==> src/rtl/shift_right_piso_pkg.sv <==
// Shared types and helpers for the shift-right PISO transmitter.
// Provides the FSM state type and the bit-counter width helper.
package shift_right_piso_pkg;

    typedef enum logic {
        ST_IDLE  = 1'b0,
        ST_SHIFT = 1'b1
    } state_t;

    // The counter must span 0..width-1 and can never be narrower than one bit.
    function automatic int count_width(input int width);
        return (width > 1) ? $clog2(width) : 1;
    endfunction

endpackage

==> src/rtl/shift_right_piso.sv <==
// Parallel-in serial-out transmitter: accepts a word over valid/ready and
// shifts it out LSB first, streaming back-to-back words without a gap.
module shift_right_piso
    import shift_right_piso_pkg::*;
#(
    parameter int   WIDTH      = 4,
    parameter logic IDLE_LEVEL = 1'b0
) (
    input  logic             clk,
    input  logic             reset,
    input  logic             load_valid,
    input  logic [WIDTH-1:0] parallel_data_in,
    output logic             load_ready,
    output logic             serial_data_out,
    output logic             serial_valid,
    output logic             last_bit,
    output logic             done
);

    localparam int             CNT_W    = count_width(WIDTH);
    localparam logic [CNT_W-1:0] LAST_CNT = CNT_W'(WIDTH - 1);

    state_t           state_r;
    state_t           state_next_s;
    logic [WIDTH-1:0] shreg_r;
    logic [CNT_W-1:0] cnt_r;
    logic             done_r;
    logic             at_last_s;
    logic             load_ready_s;
    logic             accept_s;

    // Handshake and next-state decode; a new word may enter on the last bit.
    always_comb begin
        at_last_s    = 1'b0;
        load_ready_s = 1'b0;
        accept_s     = 1'b0;
        state_next_s = state_r;
        case (state_r)
            ST_IDLE: begin
                load_ready_s = 1'b1;
                accept_s     = load_valid;
                if (accept_s) begin
                    state_next_s = ST_SHIFT;
                end else begin
                    state_next_s = ST_IDLE;
                end
            end
            ST_SHIFT: begin
                at_last_s    = (cnt_r == LAST_CNT);
                load_ready_s = at_last_s;
                accept_s     = load_valid & at_last_s;
                if (at_last_s && !accept_s) begin
                    state_next_s = ST_IDLE;
                end else begin
                    state_next_s = ST_SHIFT;
                end
            end
            default: begin
                state_next_s = ST_IDLE;
            end
        endcase
    end

    // State register.
    always_ff @(posedge clk or posedge reset) begin
        if (reset) begin
            state_r <= ST_IDLE;
        end else begin
            state_r <= state_next_s;
        end
    end

    // Shift register: load on accept, otherwise shift right with zero fill.
    always_ff @(posedge clk or posedge reset) begin
        if (reset) begin
            shreg_r <= {WIDTH{1'b0}};
        end else if (accept_s) begin
            shreg_r <= parallel_data_in;
        end else if (state_r == ST_SHIFT) begin
            shreg_r <= {1'b0, shreg_r[WIDTH-1:1]};
        end else begin
            shreg_r <= shreg_r;
        end
    end

    // Bit counter wraps to zero at end of word so it never exceeds WIDTH-1.
    always_ff @(posedge clk or posedge reset) begin
        if (reset) begin
            cnt_r <= {CNT_W{1'b0}};
        end else if (accept_s) begin
            cnt_r <= {CNT_W{1'b0}};
        end else if ((state_r == ST_SHIFT) && !at_last_s) begin
            cnt_r <= cnt_r + CNT_W'(1);
        end else begin
            cnt_r <= {CNT_W{1'b0}};
        end
    end

    // One-cycle done pulse following the last bit of each word.
    always_ff @(posedge clk or posedge reset) begin
        if (reset) begin
            done_r <= 1'b0;
        end else begin
            done_r <= at_last_s;
        end
    end

    assign load_ready      = load_ready_s;
    assign serial_valid    = (state_r == ST_SHIFT);
    assign serial_data_out = (state_r == ST_SHIFT) ? shreg_r[0] : IDLE_LEVEL;
    assign last_bit        = at_last_s;
    assign done            = done_r;

endmodule

==> config.mk <==
export PLATFORM = sky130hd
export DESIGN_NAME = shift_right_piso
export DESIGN_NICKNAME = d
export VERILOG_FILES = /design/src/rtl/shift_right_piso_pkg.sv /design/src/rtl/shift_right_piso.sv
export SDC_FILE = /design/constraint.sdc
export NUM_CORES = 1
export LEC_CHECK = 0
export ABC_AREA = 1
export CAP_MARGIN = 20
export CORE_UTILIZATION = 26
export CTS_BUF_LIST = sky130_fd_sc_hd__clkbuf_16
export CTS_CLUSTER_DIAMETER = 50
export DETAILED_ROUTE_END_ITERATION = 8
export HOLD_SLACK_MARGIN = 0.08
export PLACE_DENSITY = 0.59
export SYNTH_ARGS = -nofsm -noshare
export SYNTH_HDL_FRONTEND = slang
export SYNTH_SLANG_ARGS = --single-unit
==> constraint.sdc <==
create_clock -name clk -period 0.95 [get_ports clk]
set_input_delay 0.19 -clock clk [delete_from_list [all_inputs] [get_ports clk]]
set_output_delay 0.19 -clock clk [all_outputs]
set_load 0.03 [all_outputs]
# Word-level counts from Yosys, hierarchy flattened
# Cells that the tools add are included.
# Widths: inputs -> output; s select.
[totals] input_bits=7 out_inout_bits=5 reg_bits=8 elab_cells=24
[classes] mux=11 bitwise=2 n_addsub=1 n_eq_ne=1 reduce_logical=5
[op_table] op="$mux 4" count=2
[op_table] op="$pmux 1 s2" count=3
[op_table] op="$mux 1" count=4
[op_table] op="$mux 2" count=2
[op_table] op="$add 2x1->2 const B" count=1
[op_table] op="$eq 2x2->1 const B" count=1
[op_table] op="$logic_and 1x1->1" count=2
[op_table] op="$logic_not 1->1" count=2
[op_table] op="$reduce_bool 2->1" count=1
[op_table] op="$and 1x1->1" count=1
[op_table] op="$not 1->1" count=1

# Logic depth before layout (Yosys ltp)
# Gate-level depths: netlist of the first run.
[logic_depth] depth_word=6 mapped_depth=6

# Worst setup path before layout of the first run
# Ideal clock, no wire load.
[synth_timing] path_type="reg2out" from="register state_r (netlist: serial_valid)" to="output last_bit" required_time_ns=0.760 path_stages_with_launch=4 arrival_ns=0.950 path_slack_ns=-0.190 cell_sequence="dfrtp_1 > buf_6 > nand2_1 > inv_1"
[synth_between] elab_chain_len=1
[synth_rtl] item="start: declaration" line="shift_right_piso.sv:23" text="state_t state_r;"
[synth_rtl] item="start signal: assignment" line="shift_right_piso.sv:69" text="state_r <= state_next_s;"
[synth_rtl] item="$mux 1" line="shift_right_piso.sv:38" text="case (state_r)"
[synth_rtl] item="end: declaration" line="shift_right_piso.sv:16" text="output logic last_bit,"
# Every way passes these cells.

# Worst setup path after layout of the first run
[layout_timing] from="register cnt_r[0]" to="output load_ready"
[layout_between] elab_chain_len=2
[layout_rtl] item="start: declaration" line="shift_right_piso.sv:26" text="logic [CNT_W-1:0] cnt_r;"
[layout_rtl] item="start signal: assignment" line="shift_right_piso.sv:89" text="cnt_r <= {CNT_W{1'b0}};"
[layout_rtl] item="start signal: assignment" line="shift_right_piso.sv:91" text="cnt_r <= {CNT_W{1'b0}};"
[layout_rtl] item="start signal: assignment" line="shift_right_piso.sv:93" text="cnt_r <= cnt_r + CNT_W'(1);"
[layout_rtl] item="$eq 2x2->1" line="shift_right_piso.sv:49" text="at_last_s = (cnt_r == LAST_CNT);"
[layout_rtl] item="$pmux 1 s2" line="shift_right_piso.sv:38"
[layout_rtl] item="end: declaration" line="shift_right_piso.sv:13" text="output logic load_ready,"
# Every way passes these cells.

==> results.txt, run 1 <==
- Endpoint of the lowest-slack register-to-register path: cnt_r[1]
* Post-Synth Adder-Cell Area: 3.27%
* Count of fill cells added during filler insertion: 132
* Violations in the final reports: setup timing
- The initial antenna violation count came to 0.
* Data arrival time at the worst-slack endpoint: 1.06 ns
- For the worst setup path, the data required time is 0.76 ns.
- For this run, the share of the core covered by cells in the final layout is 47.8%.
* # port buffers: 11
- For this design the static power due to leakage is 0.350 nW.
- Slew at the pin closest to its max-slew limit: 0.311 ns
- By count the netlist is led by nand2_1 (15), dfrtp_1 (8), inv_1 (8).
- Summed over all nets, the half-perimeter wirelength after detailed placement is 559 microns.
- Placeable core region: 1330 sq um
* Period Utilization, post-route: 131%
- Final slew viol count: 0
- Syn Nets: 53
- Global-route wire length before repair: 1280 microns
* RSZ-0062 raised after global routing: yes
- The top cell type by area accounts for 52.3% of the synthesized area.
- Sequential cells were found to cover 52.3% of the synthesized design area.
- Endpoint kind of the worst setup timing path: primary output
* CTS tree: done
- Of the cells placed in the final design, the portion with a size suffix greater than 1 is 33.8%.
- Combined area of the multi-input logic cells: 148 sq um
* Crit Path Max Fanout: 2
- Dominant combinational cell family by area after synthesis: simple AND/OR/NAND/NOR gates
* Initial DRC count: 2
- From left edge to right edge, the die measures 40.4 microns.
- The hold violation count in the final report came to 0.
* Max-slew headroom at the worst pin: 79.3%
- Largest area contributor in the netlist: dfrtp_1
- 0 antenna diodes ended up in the layout.
* TritonCTS buffer count: 3
- Most frequent cell after synthesis: nand2_1
- At the end of routability-driven placement, the weighted congestion stood at 0.714.
- Total Routed Length: 807 microns
* Antenna-violating nets left: 0
- The worst register-to-register path has a depth of 6.
- Entering global routing, the biggest net connects 9 pins.
* Largest cells by area after synthesis: dfrtp_1 (52%), nand2_1 (15%), nand3_1 (9.2%)
* Share of flip-flops with an asynchronous set or reset after synthesis: 100%
- Die extent in y: 40.4 microns
- Crit path time final: 1.25 ns
* Type of element launching the critical path: flop
- For this run, the leading register cell type out of synthesis is dfrtp_1.
- In this run the number of H-tree levels came out at 1.
- Startpoint-to-endpoint class of the critical path: flop to primary output
* Post-synthesis instance area: 383 sq um
* Global-route congestion overflow total: 0
* Gate Count Post-Synth: 45
* Aggregate global-route resource usage: 13.2%
- Worst R2R Setup Slack: -0.19 ns
* Fmax: 801 MHz
* Power per Cell Area: 3540 nW/um^2
- Simple-gate portion of the synthesized area: 32.7%
- Peak supply drop: 1.59 mV
- Final Skew: 0.00162 ns
- Measured against the total synthesized area, the mux share comes to 0%.
* Hold/Removal Path Class: primary input to async pin
* Layout overhead on the synthesized area: 66.7%
- Setup WS post-layout: -0.299 ns
* Compound-cell area share of the yosys netlist: 0%
- Prior to clock tree synthesis, the placed netlist has a worst setup slack of -0.250 ns.
- Of the total synthesized cell area, the portion taken by XOR and XNOR cells is 0%.
* Die Outline Area: 1630 sq um
- Clock-pin slew reported for the worst setup and hold paths after clock tree synthesis: 0.04 ns
- Clock insertion delay at the later pin of the skew report: 0.23 ns
- Via count of the first global-routing pass: 325
- Avg WL per Cell: 10.1 microns
* Register area: 201 sq um
* Status: finished, violations left
* Clk Tree Root Cell: clkbuf_16
* Launch point of the worst reg-to-reg path: cnt_r[0]
- After detailed routing, the number of remaining DRC violations is 0.
- For this configuration, the core starts out at a cell density of 28.7%.
* EDFF count, synth: 0
- Across the run, the number of max-cap violations was 0.
- For this design, the sink count on the clock tree is 8.
* Average instance area after synthesis: 8.51 sq um
- Setup violations remaining at the end of the flow were counted as 11.
* Number of warnings issued by yosys: 0
- Post-synth cell types: 10
- First-pass iteration count of the detailed router: 4
- Detailed-route vias per instance: 4.33
- Detailed routing inserted a total of 346 vias.
- Number of buffers on the longest clock path: 2
* Total Nets Final: 74
- Post-synthesis sequential element count: 8
* Row Count: 13
- Top-Level Pins: 12
-- final cells by class --
cell class / count / area share, %
clock buffers: 3 / 11.8
clock inverters: 1 / 0.588
inverters: 9 / 5.29
multi-input cells: 27 / 23.1
flip-flops and latches: 8 / 31.6
well taps: 15 / 2.94
repair buffers: 17 / 24.7
-- sequential cells by signal, indices dropped and copies added (netlist names) --
signal and count:
shreg_r 4, serial_valid 1, cnt_r 2, done 1
-- through the flow --
| step | TNS (ns) | instance area [sq um] | cells | hold WS, ns | total power [W] |
|---|---|---|---|---|---|
| after floorplan | -0.223 | 394 | 45 | 0.00559 | 0.00112 |
| after global routing | -2.67 | 638 | 80 | 0.260 | 0.00242 |
| after global placement | -1.32 | 514 | 72 | 0.425 | 0.00136 |
| final | -2.05 | 638 | 80 | 0.203 | 0.00226 |
| after CTS | -2.33 | 627 | 79 | 0.217 | 0.00225 |
| after detailed placement | -1.54 | 514 | 72 | 0.441 | 0.00137 |
-- report_power, final --
group	internal, W	switching [W]	leakage, nW	total, W
clock network	0.000549	0.000173	0.0423	0.000722
registers	0.000478	0.0000960	0.101	0.000574
logic	0.000456	0.000505	0.208	0.000961
-- kinds of logic after synthesis --
group         after synthesis
flops                       8
simple gates               26
buf+inv                    10
fa+ha+maj                   1
-- worst max-delay path, cell delays in order, from the launching register on --
cell and delay [ns]:
dfrtp_1 0.37, ha_2 0.18, inv_2 0.09, nand2_8 0.05, buf_6 0.13
-- worst max path at each step --
| stage | endpoint | from | slack, ns | depth (start not counted) |
|---|---|---|---|---|
| 6_report | load_ready | cnt_r[0] | -0.30 | 4 |
| 2_1_floorplan | shreg_r[0] | serial_valid | -0.05 | 5 |
| 4_1_cts | load_ready | cnt_r[0] | -0.32 | 4 |
| 3_5_place_dp | shreg_r[0] | load_valid | -0.25 | 4 |
| 5_1_grt | load_ready | cnt_r[1] | -0.34 | 4 |
| 3_3_place_gp | shreg_r[0] | load_valid | -0.22 | 4 |
-- timing repair --
item	CTS	global route
hold buffers	0	0
resized for setup	3	1
setup endpoints to repair	11	12
setup buffers	3	1
pin swaps	2	1
-- cells in the final DEF (no fill, tap or decap) --
cell type        instances
nand2_1                 14
inv_1                    7
nand3_1                  7
dfrtp_1                  7
buf_4                    7
clkdlybuf4s50_1          6
buf_6                    4
inv_2                    3
clkbuf_16                3
nor2_1                   2
nand2_8                  1
nand2_4                  1
nor2_2                   1
ha_2                     1
dfrtp_2                  1
-- layer usage --
layer	vias up	wire [microns]	track usage (%)
met3	4	33	3.33
met1	158	340	13.7
met5	-	0	0
met4	0	44	15.0
li1	174	-	-
met2	10	390	20.2
No activity file was read; power rests on OpenSTA's default activity.
==> run 2, diff against run 1 <==
Settings changed: CORE_MARGIN set to 2, SLEW_MARGIN set to 20.
==> results.txt, run 2 (synthesis gave the netlist of run 1 again) <==
* Die extent in y: 42.4 microns
- Once layout is done, the placed cells without fillers occupy 646 sq um.
- Placement Cell Area: 507 sq um
- Worst setup path start: cnt_r[0]
* Final Skew: 0.00206 ns
* Power per Cell Area: 3600 nW/um^2
- Routability-driven placement finished with a final weighted congestion of 0.699.
* Global-route wire length before repair: 1510 microns
- In this run the worst setup path terminates at load_ready.
* Post-place setup slack: -0.267 ns
- Antenna-violating nets left: 0
- Effective utilization at floorplan: 28.7%
- Along the worst path, the maximum fanout reaches 2.
- Worst EP required: 0.76 ns
* Most common cell after layout, fill and taps aside: nand2_1
- Data arrives at the worst endpoint at 1.07 ns.
* Register with the most flip-flops: shreg_r
* Fmax: 793 MHz
* Die width: 42.4 microns
- First-pass iteration count of the detailed router: 4
- Pin count of the biggest net entering global routing: 9
- Startpoint-to-endpoint class of the critical path: flop to primary output
- The number of antenna diodes in the final layout is 0.
- The worst pin sits at a relative slew slack of 76.4%.
- Worst R2R Setup Slack: -0.17 ns
* Top-Level Pins: 12
- Layout overhead on the synthesized area: 68.6%
- Regs by FF count: shreg_r: 4 flops, cnt_r: 2 flops
- Status: finished, violations left
- Fraction of layout cells with a size suffix above 1: 41.3%
- Combined area of the multi-input logic cells: 170 sq um
- The detailed router finished its first iteration with 10 violations.
* Commonest cells after routing, fill and taps aside: nand2_1 (13), inv_1 (7), dfrtp_1 (7), clkdlybuf4s50_1 (6), buf_4 (5)
* Type of element launching the critical path: flop
- The hold violation count in the final report is 0.
- For this run, the total global-route usage over all layers was measured as 12.7%.
* Clk Tree Root Cell: clkbuf_16
- After floorplanning, the core was divided into 13 placement rows.
- TritonCTS built the clock tree.
- Count of clock tree sinks: 8
- For the pin with the worst max-slew slack, the measured transition is 0.352 ns.
- The checks that failed: setup timing.
- After legalization and detailed placement, the total HPWL measured 533 microns.
- Setup WS post-layout: -0.311 ns
* Period Utilization, post-route: 133%
- Launch point of the worst reg-to-reg path: cnt_r[0]
* # port buffers: 11
- No sink is reached through more buffers than the 2 on the longest clock path.
- Dividing the detail-routed via count by the number of cells gives 4.45.
- Max-cap violations in this run came to 0.
- Path depth of the worst reg2reg path: 6
- H-tree depth: 1
- Final slew viol count: 0
- The number of hold buffers added after CTS was 0.
- In this run the critical register-to-register path is captured at shreg_r[0].
- RSZ-0062 raised after global routing: yes
- Final Setup Violations: 11
- Die Outline Area: 1800 sq um
- The total overflow left after global routing is 0.
* Register area: 201 sq um
- Subtracting the final worst setup slack from the clock period gives 1.26 ns.
- Clock tree synthesis inserted a total of 3 buffers.
* Leakage power summed over all cells: 0.349 nW
- Endpoint kind of the worst setup timing path: primary output
- Via count of the first global-routing pass: 339
- IR analysis of the VDD net gives a maximum drop of 1.58 mV.
- Placeable core region: 1330 sq um
- For this run, design rule violations remaining after detail routing come to 0.
- Clock-pin slew reported for the worst setup and hold paths after clock tree synthesis: 0.04 ns
- The final layout contains 72 nets.
- Total Routed Length: 906 microns
- The detailed router placed 347 vias in this run.
* Count of fill cells added during filler insertion: 132
- After detailed routing, the average wire length per cell comes to 11.6 microns.
- Clock insertion delay at the later pin of the skew report: 0.23 ns
- The register with the most flip-flops in the layout has 4 of them.
- Number of antenna violations at the first check in global routing: 0
- Hold/Removal Path Class: primary input to async pin
[run 2: cell count changes in the layout (fill, tap and decap cells not counted)]
cell,previous run,this run
nand2_1,14,13
nand3_1,7,4
nor2_2,1,3
nand2_2,0,1
buf_4,7,5
nand3_2,0,3
nor2_1,2,0
[run 2: area by class of cell]
class / count / area share [%]
sequential: 8 / 31.2
clock buffer: 3 / 11.6
tap: 15 / 2.91
multi-input combinational: 27 / 26.4
inverter: 9 / 5.23
timing repair buffer: 15 / 22.1
clock inverter: 1 / 0.581
[run 2: layer usage]
metal,part of all wire (%),global-route usage (%),routed length (microns)
met4,4.4,9.38,40
met5,0,0,0
met1,40,11.6,358
met3,7.9,7.76,72
met2,48,20.3,435
[run 2: worst min-delay path by stage]
stage	startpoint	end	slack, ns	cells past startpoint
after floorplan	reset	cnt_r[0]	0.006	1
after detailed placement	cnt_r[0]	cnt_r[0]	0.44	1
after CTS	reset	done	0.22	2
after global routing	reset	cnt_r[1]	0.23	2
final	reset	shreg_r[0]	0.20	2
after global placement	cnt_r[0]	cnt_r[0]	0.43	1
[run 2: per-stage QoR]
stage | cells | setup TNS, ns | utilization (%) | hold slack, ns | power (W)
floorplan | 45 | -0.223 | - | 0.00559 | 0.00112
global placement | 71 | -1.41 | 38.0 | 0.432 | 0.00136
detailed placement | 71 | -1.52 | 38.0 | 0.439 | 0.00136
CTS | 78 | -2.08 | 48.4 | 0.216 | 0.00234
global route | 78 | -2.53 | 48.4 | 0.234 | 0.00247
finish | 78 | -1.91 | 48.4 | 0.204 | 0.00232
[run 2: report_power, final]
part           internal, W  total, W  leakage, nW  switching, W
sequential        0.000478  0.000568        0.101     0.0000903
clock             0.000549  0.000730       0.0423      0.000180
combinational     0.000469   0.00103        0.206      0.000557
total              0.00150   0.00232        0.349      0.000827
[run 2: critical path: stages (launching register included)]
cell and delay (ns):
dfrtp_1 0.38, ha_2 0.18, inv_2 0.09, nand2_8 0.05, buf_6 0.13
[run 2: timing repair]
action	CTS	global route
pin swaps	5	1
setup endpoints to repair	11	11
setup buffers	3	0
resized for setup	10	0
